**src/rtl/solver_stream_source.sv**
```systemverilog
// ---------------------------------------------------------------------------
// solver_stream_source
//   Walks a video frame in raster order, issues one multi_solver read per
//   pixel and presents the results as an Avalon-ST source.  The fixed read
//   latency is covered by a tag pipeline.  A show-ahead FIFO absorbs sink
//   backpressure, and a credit check keeps that FIFO from overflowing.
//
// Ports
//   clock, reset_n        system clock, asynchronous active-low reset
//   enable                stream frames back-to-back while high
//   rd_solver_id, rd_addr solver select / word address to multi_solver
//   rd_data               solver result, valid RD_LATENCY clocks later
//   src_ready             sink ready
//   src_valid/sop/eop     Avalon-ST beat qualifiers
//   src_data              {rd_data, rd_data}
//   frame_done            one-clock pulse after the EOP beat is accepted
//   busy                  high while a frame is being issued or drained
// ---------------------------------------------------------------------------
module solver_stream_source #(
  parameter int NUM_SOLVERS = 29,
  parameter int WIDTH       = 640,
  parameter int HEIGHT      = 480,
  parameter int RD_LATENCY  = 2,
  parameter int FIFO_DEPTH  = 4
) (
  input  logic        clock,
  input  logic        reset_n,
  input  logic        enable,
  output logic [5:0]  rd_solver_id,
  output logic [18:0] rd_addr,
  input  logic [3:0]  rd_data,
  input  logic        src_ready,
  output logic        src_valid,
  output logic        src_sop,
  output logic        src_eop,
  output logic [7:0]  src_data,
  output logic        frame_done,
  output logic        busy
);

  localparam int XW = (WIDTH > 1) ? $clog2(WIDTH) : 1;
  localparam int YW = (HEIGHT > 1) ? $clog2(HEIGHT) : 1;
  localparam int PW = (FIFO_DEPTH > 1) ? $clog2(FIFO_DEPTH) : 1;
  localparam int CW = $clog2(FIFO_DEPTH + RD_LATENCY + 1) + 1;

  typedef enum logic [1:0] {
    ST_IDLE  = 2'd0,
    ST_RUN   = 2'd1,
    ST_DRAIN = 2'd2
  } state_t;

  state_t                state_r;
  logic [5:0]            sid_r;
  logic [18:0]           addr_r;
  logic [XW-1:0]         x_r;
  logic [YW-1:0]         y_r;
  logic                  frame_done_r;
  logic                  busy_r;

  logic [RD_LATENCY-1:0] tag_v_r;
  logic [RD_LATENCY-1:0] tag_sop_r;
  logic [RD_LATENCY-1:0] tag_eop_r;

  // FIFO entry layout: {sop, eop, data[3:0]}
  logic [5:0]            fifo_mem_r [FIFO_DEPTH];
  logic [PW-1:0]         wr_ptr_r;
  logic [PW-1:0]         rd_ptr_r;
  logic [CW-1:0]         count_r;

  logic [CW-1:0]         inflight_s;
  logic                  issue_s;
  logic                  first_pix_s;
  logic                  last_pix_s;
  logic                  wr_s;
  logic                  pop_s;
  logic [5:0]            head_s;

  // Wrap a FIFO pointer at FIFO_DEPTH (depth need not be a power of two).
  function automatic logic [PW-1:0] ptr_inc(input logic [PW-1:0] ptr);
    if (ptr == PW'(FIFO_DEPTH - 1)) begin
      return {PW{1'b0}};
    end else begin
      return ptr + PW'(1);
    end
  endfunction

  // Count reads still in flight through the tag pipeline.
  always_comb begin
    inflight_s = {CW{1'b0}};
    for (int i = 0; i < RD_LATENCY; i++) begin
      inflight_s = inflight_s + CW'(tag_v_r[i]);
    end
  end

  // A read is issued only while the FIFO can hold every outstanding result.
  assign issue_s     = (state_r == ST_RUN) &&
                       ((count_r + inflight_s) < CW'(FIFO_DEPTH));
  assign first_pix_s = (x_r == {XW{1'b0}}) && (y_r == {YW{1'b0}});
  assign last_pix_s  = (x_r == XW'(WIDTH - 1)) && (y_r == YW'(HEIGHT - 1));
  assign wr_s        = tag_v_r[RD_LATENCY-1];
  assign pop_s       = (count_r != {CW{1'b0}}) && src_ready;
  assign head_s      = fifo_mem_r[rd_ptr_r];

  assign rd_solver_id = sid_r;
  assign rd_addr      = addr_r;
  assign src_valid    = (count_r != {CW{1'b0}});
  assign src_sop      = src_valid & head_s[5];
  assign src_eop      = src_valid & head_s[4];
  assign src_data     = src_valid ? {head_s[3:0], head_s[3:0]} : 8'h00;
  assign frame_done   = frame_done_r;
  assign busy         = busy_r;

  // Frame FSM together with the raster / solver address counters.
  always_ff @(posedge clock or negedge reset_n) begin
    if (!reset_n) begin
      state_r      <= ST_IDLE;
      sid_r        <= 6'd0;
      addr_r       <= 19'd0;
      x_r          <= {XW{1'b0}};
      y_r          <= {YW{1'b0}};
      frame_done_r <= 1'b0;
      busy_r       <= 1'b0;
    end else begin
      frame_done_r <= 1'b0;
      case (state_r)
        ST_IDLE: begin
          if (enable) begin
            sid_r   <= 6'd0;
            addr_r  <= 19'd0;
            x_r     <= {XW{1'b0}};
            y_r     <= {YW{1'b0}};
            state_r <= ST_RUN;
            busy_r  <= 1'b1;
          end else begin
            busy_r  <= 1'b0;
          end
        end
        ST_RUN: begin
          if (issue_s) begin
            if (last_pix_s) begin
              // Park all counters at pixel 0 so the next frame starts clean.
              sid_r   <= 6'd0;
              addr_r  <= 19'd0;
              x_r     <= {XW{1'b0}};
              y_r     <= {YW{1'b0}};
              state_r <= ST_DRAIN;
            end else begin
              if (sid_r == 6'(NUM_SOLVERS - 1)) begin
                sid_r  <= 6'd0;
                addr_r <= addr_r + 19'd1;
              end else begin
                sid_r  <= sid_r + 6'd1;
              end
              if (x_r == XW'(WIDTH - 1)) begin
                x_r <= {XW{1'b0}};
                y_r <= y_r + YW'(1);
              end else begin
                x_r <= x_r + XW'(1);
              end
            end
          end
        end
        ST_DRAIN: begin
          if (pop_s && head_s[4]) begin
            frame_done_r <= 1'b1;
            state_r      <= ST_IDLE;
            busy_r       <= 1'b0;
          end
        end
        default: begin
          state_r <= ST_IDLE;
          busy_r  <= 1'b0;
        end
      endcase
    end
  end

  // Tag pipeline: one slot per clock of read latency.
  always_ff @(posedge clock or negedge reset_n) begin
    if (!reset_n) begin
      tag_v_r   <= {RD_LATENCY{1'b0}};
      tag_sop_r <= {RD_LATENCY{1'b0}};
      tag_eop_r <= {RD_LATENCY{1'b0}};
    end else begin
      for (int i = RD_LATENCY - 1; i > 0; i--) begin
        tag_v_r[i]   <= tag_v_r[i-1];
        tag_sop_r[i] <= tag_sop_r[i-1];
        tag_eop_r[i] <= tag_eop_r[i-1];
      end
      tag_v_r[0]   <= issue_s;
      tag_sop_r[0] <= issue_s & first_pix_s;
      tag_eop_r[0] <= issue_s & last_pix_s;
    end
  end

  // Show-ahead output FIFO; push from the tag pipeline, pop on handshake.
  always_ff @(posedge clock or negedge reset_n) begin
    if (!reset_n) begin
      wr_ptr_r <= {PW{1'b0}};
      rd_ptr_r <= {PW{1'b0}};
      count_r  <= {CW{1'b0}};
      for (int i = 0; i < FIFO_DEPTH; i++) begin
        fifo_mem_r[i] <= 6'd0;
      end
    end else begin
      if (wr_s) begin
        fifo_mem_r[wr_ptr_r] <= {tag_sop_r[RD_LATENCY-1],
                                 tag_eop_r[RD_LATENCY-1], rd_data};
        wr_ptr_r             <= ptr_inc(wr_ptr_r);
      end
      if (pop_s) begin
        rd_ptr_r <= ptr_inc(rd_ptr_r);
      end
      case ({wr_s, pop_s})
        2'b10:   count_r <= count_r + CW'(1);
        2'b01:   count_r <= count_r - CW'(1);
        default: count_r <= count_r;
      endcase
    end
  end

endmodule
```
**config.mk**
```make
export PLATFORM = sky130hd
export DESIGN_NAME = solver_stream_source
export DESIGN_NICKNAME = d
export VERILOG_FILES = /design/src/rtl/solver_stream_source.sv
export SDC_FILE = /design/constraint.sdc
export NUM_CORES = 1
export LEC_CHECK = 0
export ABC_CLOCK_PERIOD_IN_PS = 2900
export CAP_MARGIN = 20
export CORE_ASPECT_RATIO = 1.2
export CORE_MARGIN = 4
export CORE_UTILIZATION = 40
export CTS_CLUSTER_SIZE = 10
export DETAILED_ROUTE_END_ITERATION = 10
export GPL_TIMING_DRIVEN = 0
export SLEW_MARGIN = 30
export SYNTH_ARGS = -nofsm -noshare
export SYNTH_HDL_FRONTEND = slang
export SYNTH_SLANG_ARGS = --single-unit
```
**constraint.sdc**
```tcl
create_clock -name clock -period 2.9 [get_ports clock]
set_clock_uncertainty 0.2 [all_clocks]
set_input_delay 0.29 -clock clock [delete_from_list [all_inputs] [get_ports clock]]
set_output_delay 0.29 -clock clock [all_outputs]
set_load 0.02 [all_outputs]
```
Yosys cells after proc, flatten, opt, wreduce, memory -nomap -nowiden
Index checks and enable logic that the tools add are counted.
Widths: inputs -> output; s select.

cells by class
  reduce and logical (&&, ||, !) cells = 17
  add/subtract/negate cells = 10
  eq/ne operators = 15
  bitwise gates (word level) = 7
  mux-type cells = 40
  order comparisons = 4

operators by type and width
  kind                   count
  $mux 19                4
  $mux 6                 7
  $mux 10                4
  $pmux 19 s2            1
  $mux 9                 4
  $bwmux 24              1
  $pmux 10 s2            1
  $add 19x1->19 const B  1
  $pmux 9 s2             1
  $bmux 6 s2             1
  $demux 6 s2            1
  $mux 2                 6
  $pmux 6 s2             1
  $reduce_and 4->1       3
  $add 10x1->10 const B  1
  $eq 10x10->1 const B   1
  $logic_not 10->1       1
  $add 9x1->9 const B    1
  $eq 9x9->1 const B     1
  $logic_not 9->1        1
  $eq 2x2->1 const B     4
  $mux 8                 1
  $ne 2x2->1 const B     4
  $pmux 4 s2             1
  24 further kinds       41

word-level totals
  flip-flop bits (word level) = 86
  input bits = 8
  logic and storage cells = 110

Longest topological paths before layout
Gate-level depths: netlist of the first run.

  depth after elaboration = 7
  gate-level depth with buffers = 12
  mapped depth without buffers = 9

Worst setup path after synthesis of the first run
OpenSTA, ideal clock, no wires.

  kind = register -> register
  from = register count_r[1]
  to = register count_r[2]
  required time = 2.574 ns
  arrival = 2.579 ns
  setup slack = -0.005 ns
  library setup time = 0.126 ns
  cell stages (with the launch flop) = 13
  clock period less this slack = 2.905 ns
  path through = dfrtp_1 -> buf_6 -> or4_1 -> clkbuf_1 -> and2_0 -> clkbuf_1 -> ha_1 -> xor2_1 -> ha_1 -> a21oi_1 -> xor2_1 -> nor2_1 -> xor2_1

on the way
  word-level cells in the longest chain between the ends = 4
  elaborated cells between the ends (all ways) = 8
  classes of those cells = add/sub: 2; eq/ne: 2; mux: 1; reduce/logical: 3

ends and longest elaborated chain
  item                                             RTL line  source
  start: declaration                               68        logic [CW-1:0] count_r;
  start signal: assignment                         201       count_r <= {CW{1'b0}};
  start signal: assignment                         215       2'b10: count_r <= count_r + CW'(1);
  start signal: assignment                         216       2'b01: count_r <= count_r - CW'(1);
  $reduce_bool 4->1 *                              n/a
  via src_valid                                    33        output logic src_valid,
  $logic_and 1x1->1 *                              101       assign pop_s = (count_r != {CW{1'b0}}) && src_ready;
  $eq 2x1->1 or $eq 2x2->1 (tied branches)         214       case ({wr_s, pop_s})
  $pmux 4 s2 or $reduce_bool 2->1 (tied branches)  n/a

The timed path passes the listed nets; every way through them passes the cells marked *.
A chain may end at the register's enable or synchronous reset.

Worst setup path after layout of the first run
  from = register count_r[1]
  to = register count_r[2]

on the way
  word-level cells in the longest chain between the ends = 4
  elaborated cells between the ends (all ways) = 8
  classes of those cells = add/sub: 2; eq/ne: 2; mux: 1; reduce/logical: 3

ends and longest elaborated chain
  item
  branches (longest 4 deep; another with $sub 4x1->4)

Several ways; the timed one is not identified.

==> summary.md, run 1 <==
| Metric | Value |
|---|---|
| Area leader, netlist | dfrtp_1 |
| Sinks on Clock Net | 86 |
| Post-Place Cells | 641 |
| Netlist cell types | 56 |
| Synth-to-Final Area Change | 22.2% |
| Leak | 2.36 nW |
| Drt drc | 0 |
| Total global-route track usage | 16.7% |
| Finished Layout Cells | 657 |
| Slew headroom | 56.6% |
| Crit path buffers/inverters | 2 |
| Worst setup path endpoint | count_r[2] |
| Min-delay worst type | reg -> reg |
| Worst setup SP type | flop |
| Crit Reg-Reg Startpoint | count_r[1] |
| #FFs+latches synth | 86 |
| Later-pin clock latency in the skew report | 0.34 ns |
| Status | completed |
| CTS Root Cell | clkbuf_16 |
| DR vias/cell | 5.58 |
| Iteration-0 DRC Markers | 175 |
| TritonCTS Buffers | 9 |
| Syn. warnings | 0 |
| Avg WL per Cell | 15.9 um |
| RSZ-0062 raised after global routing | false |
| Max-capacitance violation count | 0 |
| Seq/Total Area, Yosys | 47.4% |
| Synth Cell Area | 4540 sq um |
| Setup TNS | 0 ns |
| Placer congestion estimate | 0.821 |
| Reg2Reg Setup Slack | 0.16 ns |
| Slew Viols, Final | 0 |
| Worst VDD drop | 0.507 mV |
| Fraction of registers with async set/reset | 100% |
| Synth top area share | 47.4% |
| Initial antenna violation count | 0 |
| Input/output buffers | 45 |
| H-tree depth | 3 |
| Core box area | 11,100 sq um |
| Place WS | -0.135 ns |
| Worst reg2reg endpoint | count_r[2] |
| Worst Setup SP | count_r[1] |
| Starting density of the core | 40.9% |
| Ys flop type | dfrtp_1 |
| Critical Path AT | 2.77 ns |
| Global route overflow | 0 |
| Die height | 125 um |
| Post-layout min period | 2.74 ns |
| Hpwl dp | 7280 um |
| Crit path max fanout | 9 |
| Critical path required time | 2.92 ns |
| Total power | 5.23 mW |
| Critical-path top delay cell | or4_1 |
| Crit. End Element | flop |
| Final critical-path share of the clock period | 94.6% |
| DRT Pass-1 Iters | 7 |
| Clock Path Buffers | 2 |
| Largest net degree at the start of global routing | 56 |
| Final Util | 50.0% |
| CP most frequent cell | xor2_1 |
| CTS tree | built |
| Crit-path cells | buf_6 > or4_1 > clkbuf_4 > and2_4 > ha_4 > xor2_1 > ha_1 > a21oi_1 > xor2_1 > nor2_1 > xor2_1 |
| Final hold viol count | 0 |
| Setup repair bufs after CTS | 0 |
| Syn Inst Count | 441 |
| Antenna diodes | 0 |
| Cell Pwr Density | 945 nW/um^2 |
| DIE AREA | 13,100 sq um |
| Vias | 3,669 |
| Critical path depth | 11 |
| Clk slew on worst S/H paths | 0.07 ns |
| FP Rows | 42 |
| Max stage delay on crit path | 0.52 ns |
| Final ANT Viol Nets | 0 |
| Net count after synthesis | 465 |
| First-pass GRT wire length | 18,000 um |
| EDFF count, synth | 0 |
| Fmax | 364 MHz |
| Vias in the first global route | 3,656 |
| Top post-synthesis cells by count | dfrtp_1, nand2_1, a21oi_1, mux2_2, o21ai_0 |
| Worst setup slack after layout | 0.156 ns |
| Worst R2R Path Depth | 11 |
| I/O pin cnt | 46 |
| HP Start | tag_eop_r[0] |
| Synth Area per Inst | 10.3 sq um |
| Chip Width | 105 um |
| Most numerous cell in the Yosys netlist | dfrtp_1 |
| Nets | 522 |
| Worst slew pin tran | 0.650 ns |
| Critical path class | reg -> reg |
| Crit path max-delay family | simple AND/OR/NAND/NOR gates |
| Area contributors post-synth | dfrtp_1, mux2_2, ha_1, nand2_1, a21oi_1 |
| Total Routed Length | 10,400 um |
| Final setup violation count | 0 |
| Layout cells sized above 1 | 14.3% |
[flip-flops by register name (all words and copies together), names as in the netlist, 4 cells and up]
register	count
fifo_mem_r	24
rd_addr	19
x_r	10
y_r	9
rd_solver_id	6
count_r	4
[worst reg2reg max path, delay by kind of cell, from the launching register on]
| kind | cells | cell delay (ns) |
|---|---|---|
| AOI/OAI and AO/OA | 1 | 0.14 |
| xor gates and xnor gates | 3 | 0.46 |
| adders and majority gates | 2 | 0.36 |
| buffers and inverters | 2 | 0.31 |
| DFF | 1 | 0.37 |
| and+or+nand+nor | 3 | 0.78 |
[layout make-up]
type	count	area, sq um
Fill cell	990	5550
Multi-Input combinational cell	317	2230
Sequential cell	86	2150
Timing Repair Buffer	47	499
Clock buffer	9	225
Tap cell	154	193
Buffer	22	118
Clock inverter	7	72.6
Inverter	15	56.3
[metal layers]
| metal | global-route usage (%) | wire, um |
|---|---|---|
| met5 | 0 | 0 |
| met4 | 6.41 | 178 |
| met3 | 3.58 | 447 |
| met2 | 27.2 | 5110 |
| met1 | 21.8 | 4680 |
[worst min path at each step]
stage                   end  slack [ns]  depth (start not counted)
6_report       tag_eop_r[1]        0.15                          0
5_1_grt        tag_eop_r[1]        0.17                          0
4_1_cts        tag_eop_r[1]        0.15                          0
3_5_place_dp     count_r[0]      0.0006                          1
3_3_place_gp   tag_eop_r[1]        0.14                          0
2_1_floorplan          busy       -0.21                          0
[placed cells by master (no fill, tap or decap), types with 9 or more instances in the layout]
cell / instances
dfrtp_1: 86
nand2_1: 48
clkdlybuf4s50_1: 40
a21oi_1: 29
mux2_2: 27
o21ai_0: 26
a31oi_1: 23
nand3_1: 20
nor2_1: 17
inv_1: 15
ha_1: 15
nand4_1: 11
clkbuf_16: 9
[kinds of logic (layout without fill, tap and decap cells)]
kind of cell	after synthesis	in the layout	share of synthesized area, %
AOI/OAI and AO/OA	108	108	14.9
muxes	36	36	10.3
adders and majority gates	16	16	4.41
xor gates and xnor gates	5	5	0.965
DFF	86	86	47.4
buffers and inverters	38	100	3.81
and+or+nand+nor	152	152	18.1
[through the flow]
step	hold slack (ns)	area (sq um)
final	0.150	5540
after detailed placement	0.000623	5210
after floorplan	-0.206	4540
after global placement	0.136	5180
after global routing	0.174	5540
after CTS	0.150	5530
[where the power goes]
group	leakage, nW	internal [mW]	switching (mW)	total [mW]
Sequential	1.02	1.51	0.278	1.79
Combinational	1.20	1.07	1.21	2.28
Clock	0.142	0.670	0.492	1.16
[timing repair]
item                       in CTS  in global routing
hold endpoints to repair       62                  0
hold buffers                    1                  0
gates resized for setup         5                  7
pin swaps                       0                  0
setup endpoints to repair      11                  5
No activity file was read; power rests on OpenSTA's default activity.
==> inputs of run 2 (changes only) <==
Settings changed: CORE_UTILIZATION 40 to 52, PLACE_DENSITY set to 0.77, SLEW_MARGIN 30 to 0.
==> run 2 against run 1 <==
  * Critical path depth fell by 6
  * Total power shrank 6.0%
  * Core utilization increased by 13 points
  * Critical endpoint is now src_data[2]
  * Clock power down 29%
==> summary.md, run 2 (same netlist as run 1, synthesis figures left out) <==
| Metric | Value |
|---|---|
| Leak | 2.31 nW (-1.8%) |
| Finished Layout Cells | 620 (-5.6%) |
| Max stage delay on crit path | 0.54 ns (+0.02 ns) |
| Slew Viols, Final | 0 (unchanged) |
| Core box area | 8560 sq um (-23%) |
| Clock power frac | 16.6% (-5.6 points) |
| Later-pin clock latency in the skew report | 0.36 ns (+0.02 ns) |
| Max-capacitance violation count | 0 (unchanged) |
| Largest register FFs | 24 (unchanged) |
| Worst setup SP type | flop |
| Critical path class | reg -> out |
| Synth-to-Final Area Change | 18.7% |
| Worst setup slack after layout | 0.134 ns (-0.0227 ns) |
| Final hold viol count | 0 (unchanged) |
| DIE AREA | 10,300 sq um (-22%) |
| Die height | 110 um (-12%) |
| Fmax | 361 MHz (-0.82%) |
| Sw Share | 39.4% (+1.5 points) |
| Layout cells sized above 1 | 14.1% (-0.20 points) |
| FP Rows | 37 (-12%) |
| Largest net degree at the start of global routing | 74 (+32%) |
| Most frequent cells in the layout | dfrtp_1, nand2_1, clkdlybuf4s50_1 |
| Avg WL per Cell | 16.3 um (+2.5%) |
| Slew headroom | 51.1% (-5.5 points) |
| H-tree depth | 3 (unchanged) |
| Global route overflow | 0 (unchanged) |
| Crit path max fanout | 9 (unchanged) |
| RSZ-0062 raised after global routing | false |
| DRT Pass-1 Iters | 5 (-2) |
| Crit. End Element | output port |
| Drt drc | 0 (unchanged) |
| Placer congestion estimate | 0.911 (+11%) |
| Final setup violation count | 0 (unchanged) |
| Vias | 3,689 (+0.55%) |
| Largest Register | fifo_mem_r |
| Total global-route track usage | 21.3% (+4.6 points) |
| Critical path required time | 2.41 ns (-0.51 ns) |
| Final ANT Viol Nets | 0 (unchanged) |
| First-pass GRT wire length | 17,200 um (-4.6%) |
| Comb pwr share | 46.7% (+3.1 points) |
| Critical Path AT | 2.28 ns (-0.49 ns) |
| DR vias/cell | 5.95 (+6.5%) |
| Place WS | -0.0859 ns (+0.0493 ns) |
| Chip Width | 93.3 um (-11%) |
| Total power | 4.92 mW (-6.0%) |
| Total Routed Length | 10,100 um (-3.3%) |
| Sequential power share | 36.6% (+2.4 points) |
| Power Internal | 2.98 mW (-8.3%) |
| Nets | 522 (unchanged) |
| Iteration-0 DRC Markers | 242 (+38%) |
| Critical-path top delay cell | clkdlybuf4s50_1 |
| Commonest non-fill, non-tap cell in the layout | dfrtp_1 |
| Sinks on Clock Net | 86 (unchanged) |
| Post-Place Cells | 604 (-5.8%) |
| Status | completed |
| Sw Pwr | 1.94 mW (-2.3%) |
| Crit-path cells | buf_6 > or4_1 > clkbuf_2 > and2_1 > clkdlybuf4s50_1 |
| Worst VDD drop | 0.607 mV (+20%) |
| Vias in the first global route | 3,680 (+0.66%) |
| Starting density of the core | 53.0% (+12 points) |
| Post-layout min period | 2.77 ns (+0.0227 ns) |
| Cell Pwr Density | 913 nW/um^2 (-3.3%) |
| I/O pin cnt | 46 (unchanged) |
| Min-delay worst type | in -> async |
| Antenna diodes | 0 (unchanged) |
| Hpwl dp | 7050 um (-3.3%) |
| CTS Root Cell | clkbuf_8 |
| Worst slew pin tran | 0.727 ns (+0.0765 ns) |
| Final Util | 62.9% (+13 points) |
| TritonCTS Buffers | 9 (unchanged) |
| Final critical-path share of the clock period | 95.4% (+0.78 points) |
| Clock Path Buffers | 2 (unchanged) |
| Initial antenna violation count | 0 (unchanged) |
| Input/output buffers | 45 (unchanged) |
| CTS tree | built |
| Clk slew on worst S/H paths | 0.09 ns (+0.02 ns) |
## run 2: cell count changes in the layout (fill, tap and decap cells not counted), moves of 2 or more
| cell | before | now |
|---|---|---|
| clkinv_4 | 0 | 2 |
| clkbuf_16 | 9 | 0 |
| clkinvlp_4 | 2 | 0 |
| inv_6 | 2 | 0 |
| clkbuf_8 | 0 | 9 |
## run 2: timing repair
item / 4_1_cts / 5_1_grt
hold endpoints to repair: 86 / 0
hold buffers: 1 / 0
endpoints found under the setup margin: 11 / 6
resized for setup: 5 / 6
setup buffers: 0 / 0
## run 2: per-layer routing
metal	up-vias	share of wire (%)	global-route usage (%)
met5	-	0	0
met1	1816	45	26.6
met3	23	4.7	4.07
li1	1743	-	-
met2	107	48	35.5
met4	0	2.6	10.7
## run 2: power groups by stage
stage	combinational (mW)	sequential (mW)	clock [mW]
finish	2.30	1.80	0.818
global route	2.53	1.84	0.896
CTS	2.33	1.79	0.848
detailed placement	2.30	1.82	0
global placement	2.23	1.79	0
floorplan	1.46	1.83	0
## run 2: worst max-delay path, delay by kind of cell, from the launching register on
family | cells | cell delay (ns)
buffers and inverters | 3 | 0.86
DFF | 1 | 0.38
and+or+nand+nor | 2 | 0.67
## run 2: final cells by class
class / count / area [sq um]
buffer: 22 / 118
fill: 724 / 3180
clock buffer: 10 / 128
clock inverter: 6 / 62.6
tap: 117 / 146
multi-input combinational: 317 / 2230
sequential: 86 / 2150
inverter: 15 / 56.3
timing repair buffer: 47 / 495
## run 2: worst paths after layout
check	start	cells past startpoint	slack, ns	endpoint
worst max-delay path	count_r[1]	5	0.13	src_data[2]
worst min-delay path	reset_n	2	0.12	count_r[2]
worst max register to register	count_r[1]	11	0.15	count_r[2]
worst min register to register	tag_sop_r[0]	0	0.14	tag_sop_r[1]
max in group asynchronous	reset_n	3	1.76	rd_solver_id[4]
min in group clock	tag_sop_r[0]	0	0.14	tag_sop_r[1]
## run 2: per-stage QoR
| stage | hold slack (ns) | area [sq um] | setup TNS [ns] |
|---|---|---|---|
| after CTS | 0.120 | 5370 | 0 |
| after global placement | 0.135 | 5130 | -152.11 |
| after detailed placement | -0.0370 | 5160 | -0.0859 |
| after floorplan | -0.206 | 4540 | 0 |
| final | 0.122 | 5380 | 0 |
| after global routing | 0.128 | 5380 | 0 |
==> inputs of run 3 (changes only) <==
Settings changed: GPL_ROUTABILITY_DRIVEN set to 0, GPL_TIMING_DRIVEN 0 to unset, HOLD_SLACK_MARGIN set to 0.03.
==> run 3 against run 2 <==
  * Maximum frequency grew 0.20%
  * Global-route usage shrank 0.99 points
  * Critical endpoint is now count_r[2]
  * Sequential share of layout area grew 0.72 points
==> summary.md, run 3 (same netlist as run 1, synthesis figures left out) <==
| Metric | Value |
|---|---|
| Finished Layout Cells | 602 (-2.9%) |
| DR vias/cell | 5.95 (about the same) |
| Sinks on Clock Net | 86 (unchanged) |
| Nets | 505 (-3.3%) |
| Fmax | 362 MHz (+0.20%) |
| Total Routed Length | 9640 um (-4.4%) |
| Status | completed |
| Antenna diodes | 0 (unchanged) |
| Slew headroom | 58.1% (+7.0 points) |
| Worst VDD drop | 0.440 mV (-28%) |
| Hpwl dp | 6560 um (-6.9%) |
| DIE AREA | 10,300 sq um (unchanged) |
| RSZ-0062 raised after global routing | false |
| Clk slew on worst S/H paths | 0.08 ns (about the same) |
| Cell Pwr Density | 906 nW/um^2 (-0.80%) |
| Final Util | 61.8% (-1.0 points) |
| Crit-path cells | or4_1 > and2_1 > ha_2 > xor2_1 > ha_1 > a21oi_1 > xor2_1 > nor2_1 > xor2_1 |
| Placed inst area | 5050 sq um (-2.0%) |
| Starting density of the core | 53.0% (unchanged) |
| Largest register FFs | 24 (unchanged) |
| Post-Place Cells | 585 (-3.1%) |
| Commonest non-fill, non-tap cell in the layout | dfrtp_1 |
| Crit path max fanout | 9 (unchanged) |
| Input/output buffers | 45 (unchanged) |
| Final ANT Viol Nets | 0 (unchanged) |
| Fillers | 716 (-1.1%) |
| Largest Register | fifo_mem_r |
| Synth-to-Final Area Change | 16.7% |
| Clock Path Buffers | 2 (unchanged) |
| Core box area | 8560 sq um (unchanged) |
| Final hold viol count | 0 (unchanged) |
| Worst setup SP type | flop |
| Critical path class | reg -> reg |
| Worst slew pin tran | 0.622 ns (-0.105 ns) |
| Final instance area | 5300 sq um (-1.6%) |
| CTS tree | built |
| Final setup violation count | 0 (unchanged) |
| Vias | 3,579 (-3.0%) |
| Global route overflow | 0 (unchanged) |
| Initial antenna violation count | 0 (unchanged) |
| H-tree depth | 3 (unchanged) |
| Most frequent cells in the layout | dfrtp_1, nand2_1, clkdlybuf4s50_1 |
| Critical Path AT | 2.79 ns (+0.51 ns) |
| Max stage delay on crit path | 0.57 ns (+0.03 ns) |
| CP most frequent cell | xor2_1 |
| Post-layout min period | 2.76 ns (-0.00552 ns) |
| Chip Width | 93.3 um (unchanged) |
| Final critical-path share of the clock period | 95.2% (-0.19 points) |
| Largest net degree at the start of global routing | 87 (+18%) |
| I/O pin cnt | 46 (unchanged) |
| Crit path buffers/inverters | 0 (-3) |
| Vias in the first global route | 3,682 (+0.054%) |
| Drt drc | 0 (unchanged) |
| Crit. End Element | flop |
| Critical path required time | 2.93 ns (+0.52 ns) |
| Layout cells sized above 1 | 13.4% (-0.71 points) |
| CTS Root Cell | clkbuf_8 |
| Die height | 110 um (unchanged) |
| Total global-route track usage | 20.3% (-0.99 points) |
| Slew Viols, Final | 0 (unchanged) |
| TritonCTS Buffers | 9 (unchanged) |
| Avg WL per Cell | 16.0 um (-1.5%) |
| Iteration-0 DRC Markers | 249 (+2.9%) |
| DRT Pass-1 Iters | 4 (-1) |
| Min-delay worst type | in -> async |
| Setup TNS | 0 ns (unchanged) |
| FP Rows | 37 (unchanged) |
| Later-pin clock latency in the skew report | 0.35 ns (about the same) |
| First-pass GRT wire length | 16,700 um (-2.9%) |
| Crit path max-delay family | simple AND/OR/NAND/NOR gates |
| Critical-path top delay cell | or4_1 |
| Max-capacitance violation count | 0 (unchanged) |
| Leak | 2.23 nW (-3.8%) |
-- run 3: routing by layer --
layer	global-route usage, %	share of wire [%]	vias up
li1	-	-	1711
met1	24.8	44	1779
met2	36.0	52	80
met3	3.94	3.5	9
met4	7.12	1.0	0
met5	0	0	-
-- run 3: worst paths after layout --
check	from	endpoint	slack (ns)	depth (start not counted)
worst max-delay path	count_r[1]	count_r[2]	0.14	9
worst min-delay path	reset_n	count_r[0]	0.14	2
worst max register to register	count_r[1]	count_r[2]	0.14	9
worst min register to register	tag_sop_r[0]	tag_sop_r[1]	0.16	0
max in group asynchronous	reset_n	x_r[0]	1.77	3
min in group clock	tag_sop_r[0]	tag_sop_r[1]	0.16	0
-- run 3: where the power goes --
| part | internal, mW | leakage, nW | switching [mW] | total, mW |
|---|---|---|---|---|
| clock | 0.418 | 0.0983 | 0.420 | 0.838 |
| combinational | 0.992 | 1.11 | 1.08 | 2.08 |
| sequential | 1.51 | 1.02 | 0.371 | 1.88 |
| total | 2.92 | 2.23 | 1.88 | 4.80 |
-- run 3: what timing repair did --
action	4_1_cts	5_1_grt
endpoints found under the hold margin	86	0
endpoints found under the setup margin	1	5
gates resized for setup	1	3
hold buffers	1	0
setup buffers	0	0
-- run 3: cell type report --
type / instances / area, sq um / area share, %
clock buffer: 10 / 138 / 2.60
clock inverter: 5 / 60.1 / 1.13
sequential: 86 / 2150 / 40.7
timing repair buffer: 52 / 523 / 9.88
inverter: 15 / 56.3 / 1.06
multi-input combinational: 317 / 2220 / 41.9
tap: 117 / 146 / 2.76
-- run 3: stage by stage --
step / hold slack (ns) / setup WS (ns) / total power, mW
CTS: 0.160 / 0.0535 / 4.83
global route: 0.138 / 0.0143 / 5.15
detailed placement: 0.139 / 0.0136 / 3.98
global placement: 0.135 / 0.221 / 3.88
floorplan: -0.206 / 0.0491 / 3.29
finish: 0.139 / 0.139 / 4.80
